File: src/rtl/led_pkg.sv
// ---------------------------------------------------------------------------
// led_pkg
// Shared types and helpers for the LED status controller.
//   unit_state_t : per-unit fault-service progress
//   evt_t        : decoded event code after strobe prioritisation
//   encode_evt() : collapses the three event strobes into one evt_t,
//                  i_fault > p_block > b_drop
// ---------------------------------------------------------------------------
package led_pkg;

  typedef enum logic [1:0] {
    IDLE    = 2'd0,
    FAULT   = 2'd1,
    PICKED  = 2'd2,
    DROPPED = 2'd3
  } unit_state_t;

  typedef enum logic [1:0] {
    EV_NONE  = 2'd0,
    EV_FAULT = 2'd1,
    EV_PICK  = 2'd2,
    EV_DROP  = 2'd3
  } evt_t;

  // Only the highest-priority strobe survives when several fire together.
  function automatic evt_t encode_evt(input logic i_fault,
                                      input logic p_block,
                                      input logic b_drop);
    evt_t ev;
    ev = EV_NONE;
    if (i_fault)      ev = EV_FAULT;
    else if (p_block) ev = EV_PICK;
    else if (b_drop)  ev = EV_DROP;
    return ev;
  endfunction

endpackage

File: src/rtl/led_status_ctrl_if.sv
// ---------------------------------------------------------------------------
// led_status_ctrl_if
// Bundles the event strobes and LED/status outputs of led_status_ctrl.
//   unit_sel, i_fault, p_block, b_drop : events from the decision logic
//   r, g, z                            : per-unit red/green/blue LEDs
//   err                                : one-cycle pulse on illegal/ignored event
//   done_cnt                           : saturating count of completed services
// master = event source (decision logic / bench), slave = the controller.
// ---------------------------------------------------------------------------
interface led_status_ctrl_if #(
  parameter int NUM_UNITS = 3,
  parameter int UNIT_W    = (NUM_UNITS > 1) ? $clog2(NUM_UNITS) : 1
);

  logic [UNIT_W-1:0]    unit_sel;
  logic                 i_fault;
  logic                 p_block;
  logic                 b_drop;
  logic [NUM_UNITS-1:0] r;
  logic [NUM_UNITS-1:0] g;
  logic [NUM_UNITS-1:0] z;
  logic                 err;
  logic [7:0]           done_cnt;

  modport master (
    output unit_sel, i_fault, p_block, b_drop,
    input  r, g, z, err, done_cnt
  );

  modport slave (
    input  unit_sel, i_fault, p_block, b_drop,
    output r, g, z, err, done_cnt
  );

endinterface

File: src/rtl/led_unit_fsm.sv
// ---------------------------------------------------------------------------
// led_unit_fsm
// Tracks one unit through fault -> picked -> dropped -> hold -> idle.
// Ports:
//   clk, rst   : clock, synchronous active-high reset
//   evt, sel   : decoded event and "this event targets me" qualifier
//   r, g, z    : registered LED bits for this unit
//   err_pulse  : combinational, this edge's event is illegal for the state
//   done_pulse : combinational, the hold expires at this edge
// ---------------------------------------------------------------------------
module led_unit_fsm
  import led_pkg::*;
#(
  parameter int HOLD_CYCLES = 50_000_000
) (
  input  logic clk,
  input  logic rst,
  input  evt_t evt,
  input  logic sel,
  output logic r,
  output logic g,
  output logic z,
  output logic err_pulse,
  output logic done_pulse
);

  localparam int TW = (HOLD_CYCLES > 1) ? $clog2(HOLD_CYCLES) : 1;
  localparam logic [TW-1:0] HOLD_LOAD = TW'(HOLD_CYCLES - 1);

  unit_state_t   state_q, state_d;
  logic [TW-1:0] timer_q, timer_d;
  logic          r_q, g_q, z_q;
  evt_t          ev;

  // Next-state logic. The timer is loaded with HOLD_CYCLES-1 on the drop and
  // the unit leaves DROPPED on the edge where it is already zero, which keeps
  // green lit for exactly HOLD_CYCLES cycles.
  always_comb begin
    state_d    = state_q;
    timer_d    = timer_q;
    err_pulse  = 1'b0;
    done_pulse = 1'b0;
    ev         = sel ? evt : EV_NONE;

    case (state_q)
      IDLE: begin
        if (ev == EV_FAULT)                        state_d = FAULT;
        else if (ev == EV_PICK || ev == EV_DROP)   err_pulse = 1'b1;
      end
      FAULT: begin
        if (ev == EV_PICK)                         state_d = PICKED;
        else if (ev == EV_DROP)                    err_pulse = 1'b1;
      end
      PICKED: begin
        if (ev == EV_DROP) begin
          state_d = DROPPED;
          timer_d = HOLD_LOAD;
        end else if (ev == EV_FAULT) begin
          err_pulse = 1'b1;
        end
      end
      DROPPED: begin
        // A new fault aborts the hold without counting a completion.
        if (ev == EV_FAULT) begin
          state_d = FAULT;
          timer_d = '0;
        end else begin
          if (ev != EV_NONE) err_pulse = 1'b1;
          if (timer_q == '0) begin
            state_d    = IDLE;
            done_pulse = 1'b1;
          end else begin
            timer_d = timer_q - 1'b1;
          end
        end
      end
      default: state_d = IDLE;
    endcase
  end

  // State, timer and LED bits; LEDs follow the next state so they change
  // right after the edge that sampled the event.
  always_ff @(posedge clk) begin
    if (rst) begin
      state_q <= IDLE;
      timer_q <= '0;
      r_q     <= 1'b0;
      g_q     <= 1'b0;
      z_q     <= 1'b0;
    end else begin
      state_q <= state_d;
      timer_q <= timer_d;
      r_q     <= (state_d == FAULT);
      g_q     <= (state_d == DROPPED);
      z_q     <= (state_d == PICKED);
    end
  end

  assign r = r_q;
  assign g = g_q;
  assign z = z_q;

endmodule

File: src/rtl/led_status_ctrl.sv
// ---------------------------------------------------------------------------
// led_status_ctrl
// Per-unit RGB status LED controller between the bot's event logic and the
// board LED pins. One led_unit_fsm per unit; this level decodes and range
// checks the event, merges err/done pulses and keeps done_cnt.
// Ports:
//   clk_50M : system clock
//   rst     : synchronous active-high reset
//   bus     : led_status_ctrl_if.slave (unit_sel, i_fault, p_block, b_drop,
//             r, g, z, err, done_cnt)
// Optional build macro LED_BLINK_EN: red blinks in FAULT with a half period
// of BLINK_HALF cycles driven by a shared free-running counter.
// ---------------------------------------------------------------------------
module led_status_ctrl
  import led_pkg::*;
#(
  parameter int NUM_UNITS   = 3,
  parameter int UNIT_W      = (NUM_UNITS > 1) ? $clog2(NUM_UNITS) : 1,
  parameter int HOLD_CYCLES = 50_000_000,
  parameter int BLINK_HALF  = 12_500_000
) (
  input  logic              clk_50M,
  input  logic              rst,
  led_status_ctrl_if.slave  bus
);

  // One extra bit so the range check also works for power-of-two unit counts.
  localparam logic [UNIT_W:0] NUM_UNITS_L = (UNIT_W + 1)'(NUM_UNITS);

  evt_t                 evt;
  logic                 in_range;
  logic                 range_err;
  logic [NUM_UNITS-1:0] sel_vec;
  logic [NUM_UNITS-1:0] r_units, g_units, z_units;
  logic [NUM_UNITS-1:0] unit_err, unit_done;
  logic                 err_q, err_d;
  logic [7:0]           done_cnt_q, done_cnt_d;
  int unsigned          done_sum;
  int unsigned          done_total;

  // Event decode and range check; out-of-range events reach no unit.
  always_comb begin
    evt       = encode_evt(bus.i_fault, bus.p_block, bus.b_drop);
    in_range  = ({1'b0, bus.unit_sel} < NUM_UNITS_L);
    range_err = (evt != EV_NONE) && !in_range;
  end

  for (genvar i = 0; i < NUM_UNITS; i++) begin : g_unit
    assign sel_vec[i] = in_range && (bus.unit_sel == UNIT_W'(i));

    led_unit_fsm #(
      .HOLD_CYCLES (HOLD_CYCLES)
    ) u_fsm (
      .clk        (clk_50M),
      .rst        (rst),
      .evt        (evt),
      .sel        (sel_vec[i]),
      .r          (r_units[i]),
      .g          (g_units[i]),
      .z          (z_units[i]),
      .err_pulse  (unit_err[i]),
      .done_pulse (unit_done[i])
    );
  end

  // Several holds can expire on the same edge, so add them all and clamp.
  always_comb begin
    err_d    = range_err | (|unit_err);
    done_sum = 0;
    for (int k = 0; k < NUM_UNITS; k++) begin
      done_sum = done_sum + 32'(unit_done[k]);
    end
    done_total = 32'(done_cnt_q) + done_sum;
    done_cnt_d = (done_total > 32'd255) ? 8'hFF : done_total[7:0];
  end

  // Registered status outputs.
  always_ff @(posedge clk_50M) begin
    if (rst) begin
      err_q      <= 1'b0;
      done_cnt_q <= '0;
    end else begin
      err_q      <= err_d;
      done_cnt_q <= done_cnt_d;
    end
  end

`ifdef LED_BLINK_EN
  localparam int BW = (BLINK_HALF > 1) ? $clog2(BLINK_HALF) : 1;

  logic [BW-1:0] blink_cnt_q, blink_cnt_d;
  logic          phase_q, phase_d;

  // Free-running half-period counter; phase starts lit after reset.
  always_comb begin
    blink_cnt_d = blink_cnt_q + 1'b1;
    phase_d     = phase_q;
    if (blink_cnt_q == BW'(BLINK_HALF - 1)) begin
      blink_cnt_d = '0;
      phase_d     = ~phase_q;
    end
  end

  always_ff @(posedge clk_50M) begin
    if (rst) begin
      blink_cnt_q <= '0;
      phase_q     <= 1'b1;
    end else begin
      blink_cnt_q <= blink_cnt_d;
      phase_q     <= phase_d;
    end
  end

  assign bus.r = r_units & {NUM_UNITS{phase_q}};
`else
  assign bus.r = r_units;
`endif

  assign bus.g        = g_units;
  assign bus.z        = z_units;
  assign bus.err      = err_q;
  assign bus.done_cnt = done_cnt_q;

endmodule

File: src/flat_wrapper.sv
// flat-port wrapper written by rule: the top's interface ports become plain ports
module led_status_ctrl_flat import led_pkg::*;
#(
  parameter int NUM_UNITS   = 3,
  parameter int UNIT_W      = (NUM_UNITS > 1) ? $clog2(NUM_UNITS) : 1,
  parameter int HOLD_CYCLES = 50_000_000,
  parameter int BLINK_HALF  = 12_500_000
)
  (clk_50M, rst, bus_unit_sel, bus_i_fault, bus_p_block, bus_b_drop, bus_r, bus_g, bus_z, bus_err, bus_done_cnt);
  led_status_ctrl_if #(.NUM_UNITS(NUM_UNITS), .UNIT_W(UNIT_W)) bus_i ();
  input  logic clk_50M;
  input  logic rst;
  input wire logic [$bits(bus_i.unit_sel)-1:0] bus_unit_sel;
  input wire logic [$bits(bus_i.i_fault)-1:0] bus_i_fault;
  input wire logic [$bits(bus_i.p_block)-1:0] bus_p_block;
  input wire logic [$bits(bus_i.b_drop)-1:0] bus_b_drop;
  output wire logic [$bits(bus_i.r)-1:0] bus_r;
  output wire logic [$bits(bus_i.g)-1:0] bus_g;
  output wire logic [$bits(bus_i.z)-1:0] bus_z;
  output wire logic [$bits(bus_i.err)-1:0] bus_err;
  output wire logic [$bits(bus_i.done_cnt)-1:0] bus_done_cnt;
  assign bus_i.unit_sel = bus_unit_sel;
  assign bus_i.i_fault = bus_i_fault;
  assign bus_i.p_block = bus_p_block;
  assign bus_i.b_drop = bus_b_drop;
  assign bus_r = bus_i.r;
  assign bus_g = bus_i.g;
  assign bus_z = bus_i.z;
  assign bus_err = bus_i.err;
  assign bus_done_cnt = bus_i.done_cnt;
  led_status_ctrl #(.NUM_UNITS(NUM_UNITS), .UNIT_W(UNIT_W), .HOLD_CYCLES(HOLD_CYCLES), .BLINK_HALF(BLINK_HALF)) u_core (.clk_50M(clk_50M), .rst(rst), .bus(bus_i));
endmodule
File: config.mk
export PLATFORM = sky130hd
export DESIGN_NAME = led_status_ctrl_flat
export DESIGN_NICKNAME = d
export VERILOG_FILES = /design/src/rtl/led_pkg.sv /design/src/rtl/led_status_ctrl_if.sv /design/src/rtl/led_unit_fsm.sv /design/src/rtl/led_status_ctrl.sv /design/src/flat_wrapper.sv
export SDC_FILE = /design/constraint.sdc
export NUM_CORES = 1
export LEC_CHECK = 0
export ABC_AREA = 1
export BUFFER_PORTS_ARGS = -buffer_cell sky130_fd_sc_hd__buf_2
export CORE_MARGIN = 2
export CORE_UTILIZATION = 44
export DETAILED_ROUTE_END_ITERATION = 6
export GPL_ROUTABILITY_DRIVEN = 0
export RECOVER_POWER = 100
export SKIP_LAST_GASP = 1
export SLEW_MARGIN = 40
export SYNTH_ARGS = -nofsm -noshare
export SYNTH_HDL_FRONTEND = slang
export SYNTH_HIERARCHICAL = 1
export SYNTH_SLANG_ARGS = --single-unit
File: constraint.sdc
create_clock -name clk_50M -period 5.45 [get_ports clk_50M]
set_clock_uncertainty 0.15 [all_clocks]
set_input_delay 1.635 -clock clk_50M [delete_from_list [all_inputs] [get_ports clk_50M]]
set_output_delay 1.635 -clock clk_50M [all_outputs]
set_load 0.05 [all_outputs]
==> impl_metrics.ini, run 1 <==
[drt]
routed_via_density = 5.073
routed_wl_mm = 16.52
dr_total_vias = 6438
first_iter_violations = 375
dr.pass1.iters = 5
avgRoutedWirePerCell_um = 13.02
drtAntennaViolNets = 0
drc = 0

[synthesis]
ys.flop_type = dfxtp_1
yosysTopAreaCellShare = 0.3018
synth_seq_cells = 102
avgSynthCellArea_um2 = 6.364
synthTopCellsByArea = dfxtp_1, nor2_1, nand2_1
synth.cell_area_mm2 = 0.006765
synth_common_cells = nor2_1, nand2_1, inv_1
synth.most_common_cell = nor2_1
syn_inst = 1063
syn_nets = 1078
synth.distinct_cells = 43
synth-edff-count = 0
synthArstFlopShare = 0
synth_top_area_cell = dfxtp_1
ys_warn_count = 6
ys_seq_area_frac = 0.3018

[clock_tree]
htreeDepth = 3
post_cts_buffers = 0
cts_made_buffers = 9
cts.sinks = 102
tritoncts = yes
clock_latency_ns = 0.36
clockBufferDepth = 2
root_buffer = clkbuf_16
path_clk_slew_ns = 0.07
holdBufCountCts = 0
postCtsResizedCells = 0

[timing]
rsz0062_at_grt = false
fin_crit_sh = 0.8634
worst_slew_pin_slew_ns = 1.404
drv_slew = 0
finalSetupViolations = 0
hold_viol_final = 0
final.min_clock_period_ns = 4.706
setup_tns_ns = 0
slew_headroom = 0.05539
fmax_ghz = 0.2125

[global_route]
antenna_found_initial = 0
grt_pass1_wl_mm = 27.78
grt_pass1_vias = 5689
gr-usage-all-layers = 0.2091
grt_max_degree = 30
overflow = 0

[pwr]
power_frac_seq = 0.500
powerDensity_mw_per_mm2 = 210.6
switchingPower_mw = 0.3618
totalPowerFinal_mw = 1.504
comb_power_share = 0.056
pwr-share-clk = 0.444
internal_power_mw = 1.142
p_leak_nw = 3.581
p_sw_frac = 0.2405
peakVddDrop_v = 0.0001582

[setup_path]
start_kind = input port
cp-startpoint = bus_b_drop
crit_chain = buf_2 > inv_1 > o21ai_0 > buf_4 > nand2_1 > nor2_1 > clkbuf_1 > nor3_1 > fa_1 > ha_1 > inv_1 > fa_1 > inv_1 > nand2_1 > nor2_1 > nand3_2 > nand3_1 > nand2_1 > inv_1
cp_top_family = adder cells
critPathCaptureType = flop
path_max_fanout = 11
r2r_start = u_core/g_unit[0].u_fsm/timer_q[0]$_SDFFE_PP0P_
required_ns = 5.61
crit_slowest_cell = fa_1
crit_path_frequent_cell = inv_1
cp_num_buf_inv = 7
cp.arrival_ns = 4.86
cpPeakStageDelay_ns = 0.55
worst-setup-path-type = in -> reg

[cells_and_area]
nNetsFinal = 1091
area_delta_synth_final_pct = 5.548
antennaDiodeCount = 0
n_fill_cell = 1644
drive_gt1_frac = 0.08233
fin_util = 0.4732

[placed_design]
dpl.hpwl_mm = 11.37
port_buffers = 24

[floorplanning]
die_x_um = 128
start_util = 0.4483
die_area_mm2 = 0.01638
die_h_um = 128
io-pin-count = 25
num_rows = 45
core-area_mm2 = 0.01509

[hold_path]
holdCritPathClass = reg -> reg
hp-start = u_core/g_unit[0].u_fsm/timer_q[1]$_SDFFE_PP0P_

[run]
max-cap-violations = 0

[outcome]
status = complete, no violations
[final cells by class]
| cell class | instances | area [µm²] | area share |
|---|---|---|---|
| clock buffers | 11 | 242.7 | 0.03399 |
| clock inverters | 5 | 57.56 | 0.008060 |
| inverters | 148 | 555.5 | 0.07780 |
| multi-input cells | 785 | 3880 | 0.5434 |
| flip-flops and latches | 102 | 2042 | 0.2860 |
| well taps | 188 | 235.2 | 0.03294 |
| repair buffers | 30 | 127.6 | 0.01787 |
[state kept, by name, summed over array words and instances, names as in the netlist]
| signal | cells |
|---|---|
| u_core/g_unit.u_fsm/timer_q | 78 |
| u_core/g_unit.u_fsm/r | 3 |
| u_core/g_unit.u_fsm/z | 3 |
| u_core/g_unit.u_fsm/g | 3 |
| u_core/bus.done_cnt | 8 |
| u_core/bus.err | 1 |
| u_core/g_unit.u_fsm/state_q | 6 |
[tightest hold or removal path: stages (launching register included)]
cell and delay (ns):
dfxtp_1 0.30, inv_1 0.08, a21oi_1 0.06
[worst paths after layout]
check / slack [ns] / end / cells past startpoint
setup reg to reg: 2.05 / u_core/bus.done_cnt[5]$_SDFF_PP0_ / 19
hold reg to reg: 0.34 / u_core/g_unit[0].u_fsm/timer_q[1]$_SDFFE_PP0P_ / 2
hold / removal: 0.34 / u_core/g_unit[0].u_fsm/timer_q[1]$_SDFFE_PP0P_ / 2
setup / recovery: 0.74 / u_core/bus.done_cnt[5]$_SDFF_PP0_ / 19
[stage by stage]
step	instance area [µm²]	hold WS [ns]	worst slack (ns)	std cells
after global routing	7141	0.3599	0.4622	1269
final	7141	0.3377	0.7443	1269
after global placement	6994	0.3288	0.8284	1253
after CTS	7295	0.3386	1.161	1269
after floorplan	6765	0.3036	0.8989	1063
after detailed placement	6994	0.3284	0.7923	1253
[cell families after synthesis]
logic type | count (synthesis) | share of synthesized area
compound gates | 162 | 0.1404
xor+xnor | 9 | 0.01165
fa+ha+maj | 8 | 0.01701
buf+inv | 176 | 0.1075
flops | 102 | 0.3018
simple gates | 606 | 0.4217
[metal layers]
layer | up-vias | routed length, µm | global-route usage
met5 | - | 0 | 0
met4 | 0 | 119 | 0.05107
met3 | 9 | 595 | 0.04090
met2 | 84 | 7730 | 0.3498
met1 | 2928 | 8074 | 0.2783
li1 | 3417 | - | -
[cells in the final DEF (no fill, tap or decap), types with 3 or more instances in the layout]
master / synthesis / layout
a21o_1: 4 / 4
a21oi_1: 70 / 71
a31oi_1: 5 / 5
buf_2: 4 / 6
clkbuf_1: 13 / 23
clkbuf_16: 0 / 9
clkinv_1: 4 / 4
dfxtp_1: 102 / 102
ha_1: 6 / 6
inv_1: 143 / 143
nand2_1: 200 / 203
nand2_2: 14 / 14
nand2_4: 9 / 7
nand3_1: 103 / 103
nand4_1: 20 / 20
nor2_1: 203 / 204
nor2_2: 12 / 11
nor2_4: 14 / 14
nor2_8: 3 / 3
nor3_1: 7 / 7
nor3b_1: 3 / 3
o21ai_0: 38 / 66
o21ai_1: 16 / 6
o21bai_1: 3 / 3
or2_2: 10 / 10
xnor2_1: 4 / 4
xor2_1: 5 / 5
[power groups by stage]
stage                     Combinational [mW]  Sequential, mW  Clock (mW)
after floorplan                       0.0568           0.777           0
after global placement                0.0894           0.769           0
after detailed placement              0.0899           0.769           0
after CTS                             0.0902           0.752       0.691
after global routing                  0.0957           0.752       0.720
final                                 0.0842           0.752       0.668
No activity file was read; power rests on OpenSTA's default activity.
==> run 2: changes to the inputs <==
--- a/config.mk
+++ b/config.mk
@@ -7,13 +7,14 @@
 export LEC_CHECK = 0
 export ABC_AREA = 1
 export BUFFER_PORTS_ARGS = -buffer_cell sky130_fd_sc_hd__buf_2
+export CORE_ASPECT_RATIO = 1.2
 export CORE_MARGIN = 2
 export CORE_UTILIZATION = 44
 export DETAILED_ROUTE_END_ITERATION = 6
 export GPL_ROUTABILITY_DRIVEN = 0
 export RECOVER_POWER = 100
 export SKIP_LAST_GASP = 1
-export SLEW_MARGIN = 40
+export SLEW_MARGIN = 30
 export SYNTH_ARGS = -nofsm -noshare
 export SYNTH_HDL_FRONTEND = slang
 export SYNTH_HIERARCHICAL = 1
==> run 2 against run 1 <==
  * Register-to-register slack better by 0.08 ns
  * Combinational power about the same
  * Power up 1.8%
==> impl_metrics.ini, run 2 (synthesis gave the netlist of run 1 again) <==
[clock_tree]
root_buffer = clkbuf_16
holdBufCountCts = 0
tritoncts = yes
htreeDepth = 3
cts.sinks = 102
clockBufferDepth = 2
postCtsResizedCells = 0
clock_latency_ns = 0.36
cts_made_buffers = 9
post_cts_buffers = 0
path_clk_slew_ns = 0.07

[floorplanning]
start_util = 0.4504
io-pin-count = 25
die_h_um = 139.8
die_x_um = 117.2
num_rows = 49
die_area_mm2 = 0.01639
core-area_mm2 = 0.01502

[setup_path]
critPathCaptureType = flop
path_max_fanout = 8
cp.arrival_ns = 4.82
start_kind = input port
required_ns = 5.59
worst-setup-path-type = in -> reg

[cells_and_area]
largest-register = u_core/g_unit.u_fsm/timer_q
stdcell_count = 1283
fin_util = 0.4780
antennaDiodeCount = 0
area_delta_synth_final_pct = 6.122
fin_area_mm2 = 0.007179
drive_gt1_frac = 0.08341
largest_reg_flops = 78
layout_commonest_cell = nor2_1
layout_common_cells = nor2_1, nand2_1, inv_1, nand3_1, dfxtp_1
nNetsFinal = 1089

[placed_design]
dpl.hpwl_mm = 11.81
port_buffers = 24
dp_cells = 1267
dp_slack_ns = 0.6626
placed_area_mm2 = 0.006999

[timing]
fmax_ghz = 0.2133
finalSetupViolations = 0
finalWorstSetupSlack_ns = 0.7627
setup_tns_ns = 0
rsz0062_at_grt = false
final.min_clock_period_ns = 4.687
fin_crit_sh = 0.8600
whs_ns = 0.3388
worst_slew_pin_slew_ns = 1.127
slew_headroom = 0.2490
drv_slew = 0
hold_viol_final = 0

[drt]
routed_via_density = 5.019
drtAntennaViolNets = 0
routed_wl_mm = 16.71
dr_total_vias = 6440
avgRoutedWirePerCell_um = 13.02
drc = 0
dr.pass1.iters = 5
first_iter_violations = 301

[run]
max-cap-violations = 0

[global_route]
antenna_found_initial = 0
grt_pass1_vias = 6065
grt_pass1_wl_mm = 28.41
overflow = 0
grt_max_degree = 30
gr-usage-all-layers = 0.2164

[hold_path]
holdCritPathClass = reg -> reg

[pwr]
peakVddDrop_v = 0.0001402
powerDensity_mw_per_mm2 = 213.2
totalPowerFinal_mw = 1.531
p_leak_nw = 3.585

[outcome]
status = complete, no violations
[run 2: worst paths after layout]
check / startpoint / end / slack [ns] / depth (start not counted)
max: bus_b_drop / u_core/bus.done_cnt[4]$_SDFF_PP0_ / 0.76 / 17
min: u_core/g_unit[1].u_fsm/timer_q[1]$_SDFFE_PP0P_ / u_core/g_unit[1].u_fsm/timer_q[1]$_SDFFE_PP0P_ / 0.34 / 2
max reg2reg: u_core/g_unit[0].u_fsm/timer_q[0]$_SDFFE_PP0P_ / u_core/bus.done_cnt[4]$_SDFF_PP0_ / 2.13 / 17
min reg2reg: u_core/g_unit[1].u_fsm/timer_q[1]$_SDFFE_PP0P_ / u_core/g_unit[1].u_fsm/timer_q[1]$_SDFFE_PP0P_ / 0.34 / 2
[run 2: layer usage]
layer  GRT usage  share of wire
met1      0.2772           0.46
met5           0              0
met4     0.06440          0.013
met3     0.03397          0.032
met2      0.3699           0.49
[run 2: critical path, stage by stage]
cell     delay, ns
buf_2         0.07
inv_1         0.04
o21ai_0       0.67
nand3_1       0.19
inv_1         0.24
nor2_1        0.09
inv_1         0.08
nor2_1        0.05
fa_1          0.48
ha_1          0.19
inv_1         0.06
fa_1          0.39
inv_1         0.09
nand2_1       0.07
nor2_1        0.13
nand3_2       0.14
a21oi_1       0.19
[run 2: report_power, final]
group	leakage [nW]	total [mW]	internal, mW	switching, mW
clock	0.152	0.695	0.377	0.317
sequential	0.822	0.752	0.749	0.00330
combinational	2.61	0.0844	0.0230	0.0614
total	3.59	1.53	1.15	0.382
[run 2: final cells by class]
class,count,area (µm²)
multi-input cells,785,3889
fillers,1650,7841
clock inverters,6,75.07
clock buffers,10,239.0
repair buffers,28,123.9
well taps,204,255.2
flip-flops and latches,102,2042
inverters,148,555.5
